$ cat src/rtl/sw_pkg.sv
// -----------------------------------------------------------------------------
// sw_pkg
// Shared definitions for the Smith-Waterman tile scheduler:
//   - CELL_W / TILE / SEG_W / BND_W : cell width, tile side, sequence segment
//     width and boundary vector width.
//   - state_e                      : scheduler FSM states.
//   - cell_at(vec, i)              : extract cell i from a packed boundary vector.
// -----------------------------------------------------------------------------
package sw_pkg;

  localparam int CELL_W = 8;
  localparam int TILE   = 16;
  localparam int SEG_W  = 32;
  localparam int BND_W  = TILE * CELL_W;

  typedef enum logic [2:0] {
    S_IDLE,
    S_ISSUE,
    S_WAIT,
    S_UPDATE,
    S_DONE
  } state_e;

  function automatic logic [CELL_W-1:0] cell_at(input logic [BND_W-1:0] vec,
                                                 input int              i);
    return vec[i*CELL_W +: CELL_W];
  endfunction

endpackage

$ cat src/rtl/sw_boundary_buf.sv
// -----------------------------------------------------------------------------
// sw_boundary_buf
// Holds the bottom row of the most recent tile in each tile column, i.e. the
// top boundary for the next tile row.
// Ports:
//   clk, reset       : clock, asynchronous active-high reset (clears all rows)
//   clr              : synchronous clear of every row (new alignment)
//   rd_idx / rd_data : combinational read of one row
//   wr_en / wr_idx / wr_data : row write on the next clock edge
//   old_top          : last cell (cell TILE-1) of the row at wr_idx as it is
//                      before the write; becomes the next tile's corner cell
// -----------------------------------------------------------------------------
module sw_boundary_buf
  import sw_pkg::*;
#(
  parameter int TPS = 4,
  parameter int IW  = 2
) (
  input  logic              clk,
  input  logic              reset,
  input  logic              clr,
  input  logic [IW-1:0]     rd_idx,
  output logic [BND_W-1:0]  rd_data,
  input  logic              wr_en,
  input  logic [IW-1:0]     wr_idx,
  input  logic [BND_W-1:0]  wr_data,
  output logic [CELL_W-1:0] old_top
);

  logic [BND_W-1:0] mem_q [TPS];
  logic [BND_W-1:0] mem_d [TPS];

  always_comb begin
    for (int i = 0; i < TPS; i++) begin
      mem_d[i] = clr ? '0 : mem_q[i];
    end
    if (!clr && wr_en) begin
      mem_d[wr_idx] = wr_data;
    end
  end

  always_ff @(posedge clk or posedge reset) begin
    if (reset) begin
      for (int i = 0; i < TPS; i++) begin
        mem_q[i] <= '0;
      end
    end else begin
      mem_q <= mem_d;
    end
  end

  assign rd_data = mem_q[rd_idx];
  // Read from the registered copy so the value is the pre-write contents.
  assign old_top = cell_at(mem_q[wr_idx], TILE - 1);

endmodule

$ cat src/rtl/sw_tile_scheduler.sv
// -----------------------------------------------------------------------------
// sw_tile_scheduler
// Walks a TPS x TPS grid of 16x16 Smith-Waterman tiles in row-major order,
// issuing operands to one tile solver and folding its results back in.
// Ports:
//   clk, reset            : clock, asynchronous active-high reset
//   start, seq_a, seq_b   : begin alignment, sequences latched on accepted start
//   tile_start, tile_num  : issue pulse and index r*TPS+c of the issued tile
//   s1_seg, s2_seg        : sequence segments for tile column c / tile row r
//   first_row, first_col, diag_cell : top, left and corner boundary operands
//   tile_valid, last_row, last_col, tile_max, tile_max_row, tile_max_col :
//                           solver result for the outstanding tile
//   busy, done            : run status, done is a one-cycle pulse
//   max_value, max_row, max_col : global maximum score and its cell position
// -----------------------------------------------------------------------------
module sw_tile_scheduler #(
  parameter int TPS    = 4,
  parameter int CELL_W = 8,
  parameter int TILE   = 16
) (
  input  logic                          clk,
  input  logic                          reset,
  input  logic                          start,
  input  logic [TPS*32-1:0]             seq_a,
  input  logic [TPS*32-1:0]             seq_b,
  output logic                          tile_start,
  output logic [3:0]                    tile_num,
  output logic [31:0]                   s1_seg,
  output logic [31:0]                   s2_seg,
  output logic [TILE*CELL_W-1:0]        first_row,
  output logic [TILE*CELL_W-1:0]        first_col,
  output logic [CELL_W-1:0]             diag_cell,
  input  logic                          tile_valid,
  input  logic [TILE*CELL_W-1:0]        last_row,
  input  logic [TILE*CELL_W-1:0]        last_col,
  input  logic [CELL_W-1:0]             tile_max,
  input  logic [3:0]                    tile_max_row,
  input  logic [3:0]                    tile_max_col,
  output logic                          busy,
  output logic                          done,
  output logic [CELL_W-1:0]             max_value,
  output logic [$clog2(TPS*TILE)-1:0]   max_row,
  output logic [$clog2(TPS*TILE)-1:0]   max_col
);

  import sw_pkg::*;

  localparam int CW = (TPS > 1) ? $clog2(TPS) : 1;
  localparam int MW = $clog2(TPS * TILE);
  localparam int VW = TILE * CELL_W;

  state_e               state_q, state_d;
  logic [CW-1:0]        r_q, r_d, c_q, c_d;
  logic [TPS*SEG_W-1:0] sa_q, sa_d, sb_q, sb_d;
  logic [VW-1:0]        col_q, col_d;
  logic [CELL_W-1:0]    diag_q, diag_d;
  logic [VW-1:0]        res_row_q, res_row_d, res_col_q, res_col_d;
  logic [CELL_W-1:0]    res_max_q, res_max_d;
  logic [3:0]           res_mr_q, res_mr_d, res_mc_q, res_mc_d;
  logic [CELL_W-1:0]    max_val_q, max_val_d;
  logic [MW-1:0]        max_row_q, max_row_d, max_col_q, max_col_d;

  logic                 buf_clr, buf_wr;
  logic [VW-1:0]        buf_rd;
  logic [CELL_W-1:0]    buf_top;
  logic                 last_tile;

  sw_boundary_buf #(
    .TPS (TPS),
    .IW  (CW)
  ) u_rowbuf (
    .clk     (clk),
    .reset   (reset),
    .clr     (buf_clr),
    .rd_idx  (c_q),
    .rd_data (buf_rd),
    .wr_en   (buf_wr),
    .wr_idx  (c_q),
    .wr_data (res_row_q),
    .old_top (buf_top)
  );

  assign last_tile = (r_q == CW'(TPS - 1)) && (c_q == CW'(TPS - 1));

  always_comb begin
    state_d    = state_q;
    r_d        = r_q;
    c_d        = c_q;
    sa_d       = sa_q;
    sb_d       = sb_q;
    col_d      = col_q;
    diag_d     = diag_q;
    res_row_d  = res_row_q;
    res_col_d  = res_col_q;
    res_max_d  = res_max_q;
    res_mr_d   = res_mr_q;
    res_mc_d   = res_mc_q;
    max_val_d  = max_val_q;
    max_row_d  = max_row_q;
    max_col_d  = max_col_q;
    buf_clr    = 1'b0;
    buf_wr     = 1'b0;
    tile_start = 1'b0;
    done       = 1'b0;

    case (state_q)
      S_IDLE: begin
        if (start) begin
          sa_d      = seq_a;
          sb_d      = seq_b;
          r_d       = '0;
          c_d       = '0;
          col_d     = '0;
          diag_d    = '0;
          max_val_d = '0;
          max_row_d = '0;
          max_col_d = '0;
          buf_clr   = 1'b1;
          state_d   = S_ISSUE;
        end
      end

      S_ISSUE: begin
        tile_start = 1'b1;
        state_d    = S_WAIT;
      end

      S_WAIT: begin
        if (tile_valid) begin
          res_row_d = last_row;
          res_col_d = last_col;
          res_max_d = tile_max;
          res_mr_d  = tile_max_row;
          res_mc_d  = tile_max_col;
          state_d   = S_UPDATE;
        end
      end

      S_UPDATE: begin
        buf_wr = 1'b1;
        // Moving right: the old bottom-right cell of the tile above the
        // just-finished one is the corner for the next tile in this row.
        if (c_q < CW'(TPS - 1)) begin
          c_d    = c_q + CW'(1);
          col_d  = res_col_q;
          diag_d = buf_top;
        end else begin
          c_d    = '0;
          r_d    = r_q + CW'(1);
          col_d  = '0;
          diag_d = '0;
        end
        // Strict compare: on a tie the earlier tile's position is kept.
        if (res_max_q > max_val_q) begin
          max_val_d = res_max_q;
          max_row_d = MW'(int'(r_q) * TILE + int'(res_mr_q));
          max_col_d = MW'(int'(c_q) * TILE + int'(res_mc_q));
        end
        state_d = last_tile ? S_DONE : S_ISSUE;
      end

      S_DONE: begin
        done    = 1'b1;
        state_d = S_IDLE;
      end

      default: state_d = S_IDLE;
    endcase
  end

  always_ff @(posedge clk or posedge reset) begin
    if (reset) begin
      state_q   <= S_IDLE;
      r_q       <= '0;
      c_q       <= '0;
      sa_q      <= '0;
      sb_q      <= '0;
      col_q     <= '0;
      diag_q    <= '0;
      res_row_q <= '0;
      res_col_q <= '0;
      res_max_q <= '0;
      res_mr_q  <= '0;
      res_mc_q  <= '0;
      max_val_q <= '0;
      max_row_q <= '0;
      max_col_q <= '0;
    end else begin
      state_q   <= state_d;
      r_q       <= r_d;
      c_q       <= c_d;
      sa_q      <= sa_d;
      sb_q      <= sb_d;
      col_q     <= col_d;
      diag_q    <= diag_d;
      res_row_q <= res_row_d;
      res_col_q <= res_col_d;
      res_max_q <= res_max_d;
      res_mr_q  <= res_mr_d;
      res_mc_q  <= res_mc_d;
      max_val_q <= max_val_d;
      max_row_q <= max_row_d;
      max_col_q <= max_col_d;
    end
  end

  assign tile_num  = 4'(int'(r_q) * TPS + int'(c_q));
  assign s1_seg    = sa_q[c_q*SEG_W +: SEG_W];
  assign s2_seg    = sb_q[r_q*SEG_W +: SEG_W];
  assign first_row = buf_rd;
  assign first_col = col_q;
  assign diag_cell = diag_q;
  assign busy      = (state_q != S_IDLE);
  assign max_value = max_val_q;
  assign max_row   = max_row_q;
  assign max_col   = max_col_q;

endmodule

$ cat config.mk
export PLATFORM = sky130hd
export DESIGN_NAME = sw_tile_scheduler
export DESIGN_NICKNAME = d
export VERILOG_FILES = /design/src/rtl/sw_pkg.sv /design/src/rtl/sw_boundary_buf.sv /design/src/rtl/sw_tile_scheduler.sv
export SDC_FILE = /design/constraint.sdc
export NUM_CORES = 2
export LEC_CHECK = 0
export CAP_MARGIN = 20
export CORE_AREA = 2 2 344 346
export DETAILED_ROUTE_END_ITERATION = 8
export DIE_AREA = 0 0 346 348
export PLACE_DENSITY = 0.74
export SLEW_MARGIN = 5
export SYNTH_ARGS = -nofsm -noshare
export SYNTH_HDL_FRONTEND = slang
export SYNTH_SLANG_ARGS = --single-unit
$ cat constraint.sdc
create_clock -name clk -period 69.7 [get_ports clk]
set_input_delay 20.91 -clock clk [delete_from_list [all_inputs] [get_ports clk]]
set_output_delay 20.91 -clock clk [all_outputs]
set_load 0.02 [all_outputs]
# Word level (Yosys, flattened, before mapping)
# Cells that the tools add are included.
# classes
bitwise	1
n_div	0
eq_ne	10
n_mux	38
n_reduce_logical	13
shifts	2
mul	0
n_lt_le_gt_ge	4
n_addsub	5
# op_table
op	n
$mux 128	9
$bwmux 512	1
$mux 512	1
$bmux 128 s2	1
$demux 128 s2	1
$pmux 128 s2	1
$shiftx 128x8->32	2
$pmux 8 s2	2
$mux 8	3
$pmux 6 s2	2
$mux 6	3
$add 6x4->6	2
$pmux 3 s4	1
$mux 3	3
$gt 8x8->1	1
$ne 2x2->1 const B	4
$pmux 2 s2	2
$reduce_and 2->1	4
$eq 3x2->1 const B	2
$mux 2	3
$reduce_and 3->1	2
$mux 1	5
$add 2x1->2 const B	2
$add 4x2->4	1
other kinds (12)	15
# totals
reg_bits	1203
rom_bits	0
latchBits	0
memories	0
in_bits	532
ramBits	0

# Logic depth before layout (Yosys ltp)
# logic_depth
word_depth	7
depth_mapped	10
depth_no_buf	7

# Modules after synthesis
# From an unflattened synthesis, not the netlist that was laid out.
# unflattened
cells_unflattened	3592
area_unflattened_um2	53034.6
# by_module_without_submodules
module	instances	cells_each	seq_area_each_um2	area_each_um2
sw_tile_scheduler	1	1630	17291.6	27204.8
sw_boundary_buf	1	1962	12812.3	25829.8

# Worst setup path before layout
# OpenSTA, ideal clock, no wires.
# synth_timing
kind	register -> output
startpoint	reg c_q[0]
endpoint	out first_row[10]
setup_slack_ns	46.930
stages_incl_launch_ff	5
arrival_time_ns	1.860
path_cell_list	dfrtp_1 -> buf_2 -> buf_2 -> buf_2 -> mux4_2
# synth_via
elab_chain_len	4
# synth_rtl
element	line	text
start: declaration	sw_tile_scheduler.sv:53	logic [CW-1:0] r_q, r_d, c_q, c_d;
start signal: assignment	sw_tile_scheduler.sv:175	c_q <= '0;
start signal: assignment	sw_tile_scheduler.sv:191	c_q <= c_d;
$not 2->3 (implied by the code)	sw_boundary_buf.sv:52	assign rd_data = mem_q[rd_idx];
$bmux 128 s2	sw_boundary_buf.sv:52	
$mux 128 (implied by the code) (2 in a row)	sw_boundary_buf.sv:52	
end: declaration	sw_tile_scheduler.sv:30	output logic [TILE*CELL_W-1:0] first_row,
# Every way passes these cells. The select of a mux whose other input is x is not followed.

==> results by group <==
Global routing
  – Initial antenna violation count: 73
  – Gr ovfl total: 0
  – Largest net degree at the start of global routing: 227
  – Gr usage total: 26.46%
  – Global-route wire length before repair: 237700 µm
  – Vias in the first global route: 35020

CTS
  – CTS clk-pin slew, worst paths: 0.06 ns
  – Hold Buf Count CTS: 0
  – Clock Sinks: 1203
  – Post-CTS setup buffer count: 0
  – TritonCTS clock tree: yes
  – Max Root-Sink Buffers: 3
  – Cts bufs inserted: 133
  – Post-CTS resize count: 0
  – Worst skew pair latency: 0.73 ns
  – CTS root buffer: clkbuf_16
  – Clock H-tree levels: 4

Setup path
  – Reg2reg setup slack: 65.23 ns
  – Worst Setup Start Kind: input pin
  – Worst path required time: 70.42 ns
  – Most used cell along the critical path: buf_4
  – CP arrival: 26.24 ns
  – CP endpoint kind: async pin
  – Worst path max stage delay: 0.89 ns
  – CP cell instances: clkdlybuf4s50_1 > inv_8 > buf_4 > buf_12 > buf_4 > buf_4 > buf_4
  – R2R Path Start: c_q[0]
  – Type of the worst setup path: in -> async
  – Slowest cell on crit path: buf_4
  – Crit path max fanout: 166
  – Worst setup path startpoint: reset

Placed design
  – Detail Placement HPWL: 106000 µm
  – Dpl ws: 43.24 ns
  – Gp weighted congestion: 0.9063
  – Port bufs: 886

Drt
  – Pre-Repair DR Iteration Count: 5
  – DR vias/cell: 5.715
  – WL/cell: 27.09 µm
  – Routed WL: 161500 µm
  – Post-route ant nets: 0
  – DRC Markers: 0
  – DRT iter0 DRCs: 2922
  – Total number of vias: 34070

Finish
  – Fill cells: 9550
  – Area growth syn-to-layout: 29.43%
  – Share of layout cells above drive strength 1: 14.44%
  – Fin util: 53.70%
  – Commonest non-fill, non-tap cells in the layout: dfrtp_1 (1199), clkdlybuf4s50_1 (886), nand2_1 (788)
  – Total Nets Final: 4820
  – Most common cell after layout, fill and taps aside: dfrtp_1

Power and ir drop
  – Pwr dens: 49.64 mW/mm²
  – Total power: 3118 µW
  – Leak Pwr: 0.02857 µW
  – Worst-case vdd ir drop: 0.02876 mV

STA
  – Max-slew headroom: 24.47%
  – Clock Skew: 0.03614 ns
  – Slew @ Worst Pin: 1.133 ns
  – RSZ-0062 raised after global routing: false
  – Endpoints failing setup: 0
  – Final Cycle Share: 36.61%
  – Fin. max-slew vios: 0
  – Final Critical Period: 25.52 ns
  – Final Hold Fails: 0
  – Setup WS post-layout: 44.18 ns
  – Setup_tns: 0 ns
  – Fmax: 0.03918 GHz
  – Final hold slack: 0.4713 ns

Synthesis
  – Synth area leader: dfrtp_1
  – #FFs+latches synth: 1203
  – Post-synthesis sequential area ratio: 62.02%
  – Synth top area share: 62.02%
  – Cells after Synth: 3486
  – Ranking of synthesized cells by area: dfrtp_1 (62%), a22o_1 (12%), mux4_2 (8.9%)
  – Post-Syn Nets: 4031
  – Yosys warnings: 0
  – Synthesized area: 0.04854 mm²
  – Mapped Avg Cell Area: 13.92 µm²
  – Distinct cell type count after synthesis: 35

Run status
  – Outcome: finished clean

Worst hold path
  – Hold path start: sa_q[4]
  – Hold Path Class: reg -> reg

Floorplanning
  – Die Width: 346 µm
  – Die height: 348 µm
  – Core Area: 0.1170 mm²
  – Initial core utilization: 41.49%
  – # IOs: 887
  – Site Rows: 126
  – Die Area: 0.1204 mm²

Run
  – # Max-Cap Violations: 0
## kinds of logic (layout without fill, tap and decap cells)
logic type	after synthesis	after routing	synth area share, %
DFF	1203	1203	62.02
and+or+nand+nor	820	820	6.471
AOI/OAI and AO/OA	661	661	11.87
muxes	484	484	15.70
buffers and inverters	304	1194	3.583
adders and majority gates	13	13	0.3351
xor gates and xnor gates	1	1	0.01805
other	0	49	0
## sequential cells by signal, indices dropped and copies added (netlist names)
signal          flops
u_rowbuf.mem_q    512
state_q             3
res_row_q         128
res_col_q         128
diag_cell           8
first_col         128
max_value           8
r_q                 2
res_max_q           8
max_col             6
res_mr_q            4
res_mc_q            4
c_q                 2
max_row             6
sa_q              128
sb_q              128
## synth_stat cells
cell,n
a211oi_1,1
mux2i_1,14
xnor2_1,1
a31oi_1,1
nand2_1,789
ha_1,13
a41oi_1,1
a22o_1,649
o211ai_1,1
mux2_2,150
buf_6,16
nor3_2,1
o21ai_0,4
nor2b_1,2
buf_1,1
mux4_2,192
nor2_2,2
nor2_1,14
and2_1,2
dfrtp_1,1203
mux2_4,7
a21o_1,1
and3b_1,1
nor4bb_1,1
buf_4,86
nor3b_1,2
and3_1,1
a21oi_1,2
mux2_1,121
inv_1,22
o31ai_1,1
and2_4,3
clkbuf_1,55
nand4_1,2
buf_2,124
## final cells by class
| cell class | count | area (µm²) | area share (%) |
|---|---|---|---|
| Multi-Input combinational cell | 1979 | 16770 | 26.70 |
| Sequential cell | 1203 | 30110 | 47.94 |
| Inverter | 22 | 90.09 | 0.1434 |
| Tap cell | 1536 | 1922 | 3.059 |
| Clock buffer | 196 | 3989 | 6.349 |
| Antenna cell | 49 | 122.6 | 0.1952 |
| Clock inverter | 40 | 498.0 | 0.7927 |
| Timing Repair Buffer | 936 | 9314 | 14.83 |
## routing by layer
metal	share of wire [%]	GRT usage [%]
met3	8.1	7.546
met2	48	41.77
met5	0.064	0
met1	38	32.39
met4	6.2	16.09
## critical path, delay by kind of cell
family                 cells  cell delay, ns
buffers and inverters      7            4.89
## per-stage QoR
stage	cells	area, µm²
floorplan	3486	48540
global placement	5675	58180
detailed placement	5675	58180
CTS	5911	62670
global route	5951	62800
finish	5961	62820
## path summary, 6_finish.rpt
kind                                  endpoint  cells after the start
max                        u_rowbuf.mem_q[458]                      7
min                                    sa_q[4]                      2
max reg2reg                u_rowbuf.mem_q[218]                      8
min reg2reg                            sa_q[4]                      2
max in group clk                 first_row[57]                      4
min in group asynchronous             sa_q[10]                      2
## power breakdown
part	internal, µW	switching (µW)
logic	570	616
registers	990	225
clock network	424	293
total	1980	1130
No activity file was read; power rests on OpenSTA's default activity.
